<file path="config.mk">
export PLATFORM = sky130hd
export DESIGN_NAME = uart_wb_cmd_parser
export DESIGN_NICKNAME = d
export VERILOG_FILES = /design/src/rtl/uartwb_pkg.sv /design/src/rtl/uart_wb_rsp_serializer.sv /design/src/rtl/uart_wb_cmd_parser.sv
export SDC_FILE = /design/constraint.sdc
export NUM_CORES = 1
export LEC_CHECK = 0
export ABC_AREA = 0
export BUFFER_PORTS_ARGS = -buffer_cell sky130_fd_sc_hd__buf_2
export CAP_MARGIN = 30
export CORE_MARGIN = 2
export CORE_UTILIZATION = 40
export CTS_BUF_LIST = sky130_fd_sc_hd__clkbuf_8
export DETAILED_ROUTE_END_ITERATION = 8
export HOLD_SLACK_MARGIN = 0.03
export PLACE_DENSITY_LB_ADDON = 0.3
export SLEW_MARGIN = 20
export SYNTH_ARGS = -nofsm -noshare
export SYNTH_HDL_FRONTEND = slang
export SYNTH_SLANG_ARGS = --single-unit
</file>
<file path="constraint.sdc">
create_clock -name clk_i -period 5 [get_ports clk_i]
set_input_delay 0 -clock clk_i [delete_from_list [all_inputs] [get_ports clk_i]]
set_output_delay 0 -clock clk_i [all_outputs]
set_load 0.01 [all_outputs]
</file>
<file path="src/rtl/uartwb_pkg.sv">
// Shared opcodes, response codes and parser state encoding for the UART-to-Wishbone command path.
package uartwb_pkg;

  localparam logic [7:0] OPC_RD  = 8'h52;
  localparam logic [7:0] OPC_WR  = 8'h57;
  localparam logic [7:0] RSP_ACK = 8'hAA;
  localparam logic [7:0] RSP_ERR = 8'hEE;

  typedef enum logic [2:0] {
    S_IDLE  = 3'd0,
    S_ADDR  = 3'd1,
    S_DATA  = 3'd2,
    S_ISSUE = 3'd3,
    S_WAIT  = 3'd4,
    S_RESP  = 3'd5,
    S_ERR   = 3'd6
  } state_t;

endpackage

</file>
<file path="src/rtl/uart_wb_rsp_serializer.sv">
// Response byte serializer: loads a word plus a byte count, emits bytes MSB first over tx_valid/tx_ready.
module uart_wb_rsp_serializer
  import uartwb_pkg::*;
#(
  parameter int DATA_WID = 32,
  parameter int CNT_W    = 3
) (
  input  logic                clk_i,
  input  logic                nrst_i,
  input  logic                load,
  input  logic [DATA_WID-1:0] load_data,
  input  logic [CNT_W-1:0]    load_cnt,
  output logic [7:0]          tx_data,
  output logic                tx_valid,
  input  logic                tx_ready,
  output logic                last
);

  logic [DATA_WID-1:0] shift_reg;
  logic [CNT_W-1:0]    cnt_reg;

  always_ff @(posedge clk_i or negedge nrst_i) begin
    if (!nrst_i) begin
      shift_reg <= '0;
      cnt_reg   <= '0;
      tx_valid  <= 1'b0;
    end else if (load) begin
      shift_reg <= load_data;
      cnt_reg   <= load_cnt;
      tx_valid  <= 1'b1;
    end else if (tx_valid && tx_ready) begin
      shift_reg <= shift_reg << 8;
      cnt_reg   <= cnt_reg - CNT_W'(1);
      if (cnt_reg == CNT_W'(1))
        tx_valid <= 1'b0;
    end
  end

  // The byte on the wire only moves on an accepted transfer, so it is stable under backpressure.
  assign tx_data = shift_reg[DATA_WID-1 -: 8];
  assign last    = (cnt_reg == CNT_W'(1));

endmodule

</file>
<file path="src/rtl/uart_wb_cmd_parser.sv">
// UART byte-stream command parser driving the Wishbone wrapper; one transaction in flight.
// Optional CMD_TIMEOUT_EN aborts a partial command after TIMEOUT_CYC idle cycles with 0xEE.
module uart_wb_cmd_parser
  import uartwb_pkg::*;
#(
  parameter int ADDR_WID    = 32,
  parameter int DATA_WID    = 32,
  parameter int TIMEOUT_CYC = 1000000
) (
  input  logic                clk_i,
  input  logic                nrst_i,
  input  logic [7:0]          rx_data,
  input  logic                rx_valid,
  output logic [7:0]          tx_data,
  output logic                tx_valid,
  input  logic                tx_ready,
  output logic                wr,
  output logic                en,
  output logic [ADDR_WID-1:0] addr,
  output logic [DATA_WID-1:0] dout,
  input  logic [DATA_WID-1:0] din,
  input  logic                valid,
  output logic                busy
);

  localparam int ADDR_BYTES = ADDR_WID / 8;
  localparam int DATA_BYTES = DATA_WID / 8;
  localparam int MAX_BYTES  = (ADDR_BYTES > DATA_BYTES) ? ADDR_BYTES : DATA_BYTES;
  localparam int CNT_W      = $clog2(MAX_BYTES) + 1;
  localparam int RSP_CW     = $clog2(DATA_BYTES) + 1;

  state_t               state_reg;
  logic                 opc_wr_reg;
  logic [CNT_W-1:0]     byte_cnt_reg;
  logic                 timeout_hit;
  logic                 rsp_load;
  logic [DATA_WID-1:0]  rsp_data;
  logic [RSP_CW-1:0]    rsp_cnt;
  logic                 rsp_last;
  logic                 rsp_done;

`ifdef CMD_TIMEOUT_EN
  localparam int TO_W = (TIMEOUT_CYC > 2) ? $clog2(TIMEOUT_CYC) : 1;
  logic [TO_W-1:0] to_cnt_reg;
  logic            in_field;

  assign in_field    = (state_reg == S_ADDR) || (state_reg == S_DATA);
  assign timeout_hit = in_field && !rx_valid && (to_cnt_reg == TO_W'(TIMEOUT_CYC - 1));

  always_ff @(posedge clk_i or negedge nrst_i) begin
    if (!nrst_i)
      to_cnt_reg <= '0;
    else if (in_field && !rx_valid && !timeout_hit)
      to_cnt_reg <= to_cnt_reg + TO_W'(1);
    else
      to_cnt_reg <= '0;
  end
`else
  assign timeout_hit = 1'b0;
`endif

  assign busy     = (state_reg != S_IDLE);
  assign rsp_done = tx_valid && tx_ready && rsp_last;

  // Response source: error byte, write ack, or the captured read word.
  always_comb begin
    rsp_load = 1'b0;
    rsp_data = '0;
    rsp_cnt  = '0;
    case (state_reg)
      S_IDLE: if (rx_valid && rx_data != OPC_RD && rx_data != OPC_WR) begin
        rsp_load = 1'b1;
        rsp_data = DATA_WID'(RSP_ERR) << (DATA_WID - 8);
        rsp_cnt  = RSP_CW'(1);
      end
      S_ADDR, S_DATA: if (timeout_hit) begin
        rsp_load = 1'b1;
        rsp_data = DATA_WID'(RSP_ERR) << (DATA_WID - 8);
        rsp_cnt  = RSP_CW'(1);
      end
      S_WAIT: if (valid) begin
        rsp_load = 1'b1;
        rsp_data = opc_wr_reg ? (DATA_WID'(RSP_ACK) << (DATA_WID - 8)) : din;
        rsp_cnt  = opc_wr_reg ? RSP_CW'(1) : RSP_CW'(DATA_BYTES);
      end
      default: ;
    endcase
  end

  always_ff @(posedge clk_i or negedge nrst_i) begin
    if (!nrst_i) begin
      state_reg    <= S_IDLE;
      opc_wr_reg   <= 1'b0;
      byte_cnt_reg <= '0;
      addr         <= '0;
      dout         <= '0;
      en           <= 1'b0;
      wr           <= 1'b0;
    end else begin
      en <= 1'b0;
      case (state_reg)
        S_IDLE: if (rx_valid) begin
          if (rx_data == OPC_RD || rx_data == OPC_WR) begin
            opc_wr_reg   <= (rx_data == OPC_WR);
            byte_cnt_reg <= '0;
            state_reg    <= S_ADDR;
          end else begin
            state_reg <= S_ERR;
          end
        end
        S_ADDR: if (timeout_hit) begin
          state_reg <= S_ERR;
        end else if (rx_valid) begin
          addr         <= (addr << 8) | ADDR_WID'(rx_data);
          byte_cnt_reg <= byte_cnt_reg + CNT_W'(1);
          if (byte_cnt_reg == CNT_W'(ADDR_BYTES - 1)) begin
            byte_cnt_reg <= '0;
            if (opc_wr_reg) begin
              state_reg <= S_DATA;
            end else begin
              state_reg <= S_ISSUE;
              en        <= 1'b1;
              wr        <= 1'b0;
            end
          end
        end
        S_DATA: if (timeout_hit) begin
          state_reg <= S_ERR;
        end else if (rx_valid) begin
          dout         <= (dout << 8) | DATA_WID'(rx_data);
          byte_cnt_reg <= byte_cnt_reg + CNT_W'(1);
          if (byte_cnt_reg == CNT_W'(DATA_BYTES - 1)) begin
            byte_cnt_reg <= '0;
            state_reg    <= S_ISSUE;
            en           <= 1'b1;
            wr           <= 1'b1;
          end
        end
        S_ISSUE: state_reg <= S_WAIT;
        S_WAIT:  if (valid) state_reg <= S_RESP;
        S_RESP, S_ERR: if (rsp_done) state_reg <= S_IDLE;
        default: state_reg <= S_IDLE;
      endcase
    end
  end

  uart_wb_rsp_serializer #(
    .DATA_WID (DATA_WID),
    .CNT_W    (RSP_CW)
  ) u_rsp (
    .clk_i     (clk_i),
    .nrst_i    (nrst_i),
    .load      (rsp_load),
    .load_data (rsp_data),
    .load_cnt  (rsp_cnt),
    .tx_data   (tx_data),
    .tx_valid  (tx_valid),
    .tx_ready  (tx_ready),
    .last      (rsp_last)
  );

endmodule

</file>
==> impl_metrics.csv <==
group,metric,value,unit
outcome,outcome,"finished clean",
synth,synth_edf_count,0,
pwr,p_leak,3.05,nW
critical_path,path_cells,"nand2b_1 -> nor2_4 -> mux2_2",
route,firstDrtPassIters,4,
floorplan,ios,121,
synth,synth_common_cells,"dfrtp_1 (109), mux2_2 (64), a221o_1 (17), and2_1 (17), nand2_1 (14)",
synth,mappedNetlistArea,4660,um^2
synth,syn_avg_cell_area,13.6,um^2
clocking,cts_tree,"built",
critical_path,rr_endpoint,"addr[30]",
clocking,cts_resized,0,
clocking,htree_levels,3,
clocking,ctsLongestPathBuffers,2,
critical_path,max_stage_delay,780,ps
floorplan,core_area,11400,um^2
floorplan,die_x,112,um
synth,synthFlopType,"dfrtp_1",
route,routed_wirelength,9990,um
sta,fin_crit_sh,45.2,%
synth,synth_top_area_cell,"dfrtp_1",
floorplan,start_util,40.9,%
critical_path,cp.required,5260,ps
final_layout,n_fill_cell,999,
synth,synth_area_leaders,"dfrtp_1 (59%), mux2_2 (15%), a221o_1 (3.7%)",
critical_path,cp-start-kind,"flop",
final_layout,n_antenna_cell,0,
critical_path,crit_path_end_kind,"flop",
clocking,cts_num_sinks,109,
critical_path,path_max_fanout,33,
route,num_vias,3279,
sta,rsz0062_at_grt,"no",
sta,finalSetupViolCount,0,
clocking,clockRootBuffer,"clkbuf_8",
grt,track_usage,16.2,%
final_layout,layout.area.seq,2730,um^2
floorplan,rows,39,
placement,place_congestion,0.775,
hold_path,hold_class,"input port to async pin",
synth,ys_types,47,
grt,grt_pass1_wl,16100,um
clocking,clk_pin_slew,110,ps
critical_path,arrival,2520,ps
placement,portBuffers,120,
synth,yosys_warnings,0,
placement,hpwlAfterDp,6680,um
sta,slew_viol_final,0,
critical_path,rrSetupSlack,2740,ps
placement,dpl_worst_slack,2750,ps
synth,synth-seq-cells,109,
sta,max_freq,443,MHz
sta,worst_pin_slew,900,ps
sta,skew,7.04,ps
grt,grt.overflow.total,0,
sta,fin_crit,2260,ps
final_layout,syn_to_final_growth,28.9,%
sta,finalWorstSetupSlack,2740,ps
synth,async_flop_share,100,%
floorplan,die_y,112,um
synth,synth.top_cell.area_share,58.6,%
floorplan,die_area,12500,um^2
sta,hold_viol_final,0,
critical_path,criticalPathCategory,"flop to flop",
grt,grt_max_degree,75,
pwr,vdd.ir_drop.worst,0.212,mV
pwr,powerDensity,474,nW/um^2
critical_path,crit_path_top_delay_cell,"nor2_4",
critical_path,r2r_cells,3,
grt,antenna_found_initial,0,
final_layout,multi_input_area,1760,um^2
synth,yosysMostFrequentCell,"dfrtp_1",
route,wire_per_inst,15.6,um
synth,synth_fp_nets,390,
route,drc,0,
synth,syn_inst,342,
clocking,insertion_delay,370,ps
pwr,p_total,2.85,mW
route,ant_nets,0,
grt,grt_pass1_vias,3150,
job,drv_cap,0,
route,drt_iter0_markers,165,
clocking,cts_inserted_buffers,9,
synth,yosysSeqAreaShare,58.6,%
sta,max_slew_margin,39.9,%
sta,finalSetupTns,0,ps
route,vias_per_cell,5.11,
final_layout,final_nets,542,
critical_path,worstReg2RegStart,"state_reg[2]",
final_layout,drive_above_1_share,42.5,%
final_layout,utilization,52.8,%
## power breakdown
part	switching, mW	internal, mW	total (mW)
Combinational	0.486	0.442	0.928
Clock	0.309	0.316	0.625
Sequential	0.183	1.11	1.29
Total	0.978	1.87	2.85
## cell type report
class / count / area share, %
timing repair buffer: 167 / 18.0
multi-input combinational: 203 / 29.3
clock buffer: 11 / 2.52
inverter: 4 / 0.250
tap: 143 / 2.98
clock inverter: 5 / 1.48
sequential: 109 / 45.4
## worst max-delay path by stage
stage / endpoint / cells after the start / slack (ps) / from
2_1_floorplan: u_rsp.shift_reg[12] / 7 / 3300 / state_reg[0]
3_3_place_gp: u_rsp.shift_reg[11] / 4 / 2760 / state_reg[2]
3_5_place_dp: addr[30] / 3 / 2750 / state_reg[2]
4_1_cts: addr[30] / 3 / 2730 / state_reg[2]
5_1_grt: addr[24] / 3 / 2610 / state_reg[2]
6_report: addr[30] / 3 / 2740 / state_reg[2]
## worst max-delay path, delay by kind of cell, from the launching register on
| kind | cells | cell delay [ps] |
|---|---|---|
| simple gates | 2 | 1170 |
| mux | 1 | 420 |
| flops | 1 | 540 |
## what timing repair did
| action | in CTS | in global routing |
|---|---|---|
| hold buffers | 43 | 0 |
| hold endpoints to repair | 124 | 0 |
| setup endpoints to repair | 0 | 0 |
| setup buffers | 0 | 0 |
## metrics by stage
stage	hold WS, ps	cells	instance area, um^2
after floorplan	-296	342	4660
after global placement	191	581	5300
after detailed placement	206	582	5310
after CTS	151	641	5980
after global routing	123	642	6000
final	89.8	642	6000
## cells in the final DEF (no fill, tap or decap), types with 3 or more instances in the layout
| master | n |
|---|---|
| a21oi_1 | 8 |
| a221o_1 | 17 |
| a22o_1 | 10 |
| a2bb2oi_1 | 4 |
| a31oi_1 | 3 |
| and2_1 | 17 |
| buf_2 | 119 |
| buf_4 | 3 |
| clkbuf_8 | 11 |
| dfrtp_1 | 109 |
| dlygate4sd3_1 | 43 |
| ha_1 | 3 |
| inv_1 | 4 |
| mux2_2 | 64 |
| mux2i_1 | 9 |
| nand2_1 | 14 |
| nor2_1 | 8 |
| nor2b_1 | 4 |
| o21ai_0 | 5 |
| or3_1 | 3 |
| xnor2_1 | 3 |
## logic make-up after synthesis
group                    count (synthesis)  synth area share, %
AND/OR/NAND/NOR                         60                 7.36
AO/OA/AOI/OAI                           61                 10.7
adder cells (fa/ha/maj)                  3                0.806
multiplexers                            75                 17.9
buffers and inverters                   30                 3.87
XOR/XNOR                                 4                0.753
flip-flops                             109                 58.6
## routing by layer
layer / routed length, um / vias up / global-route usage (%)
met4: 340 / 0 / 8.23
met1: 4510 / 1610 / 21.9
li1: - / 1557 / -
met5: 0 / - / 0
met3: 440 / 27 / 3.16
met2: 4710 / 85 / 24.9
Power figures use the tool's default switching activity.
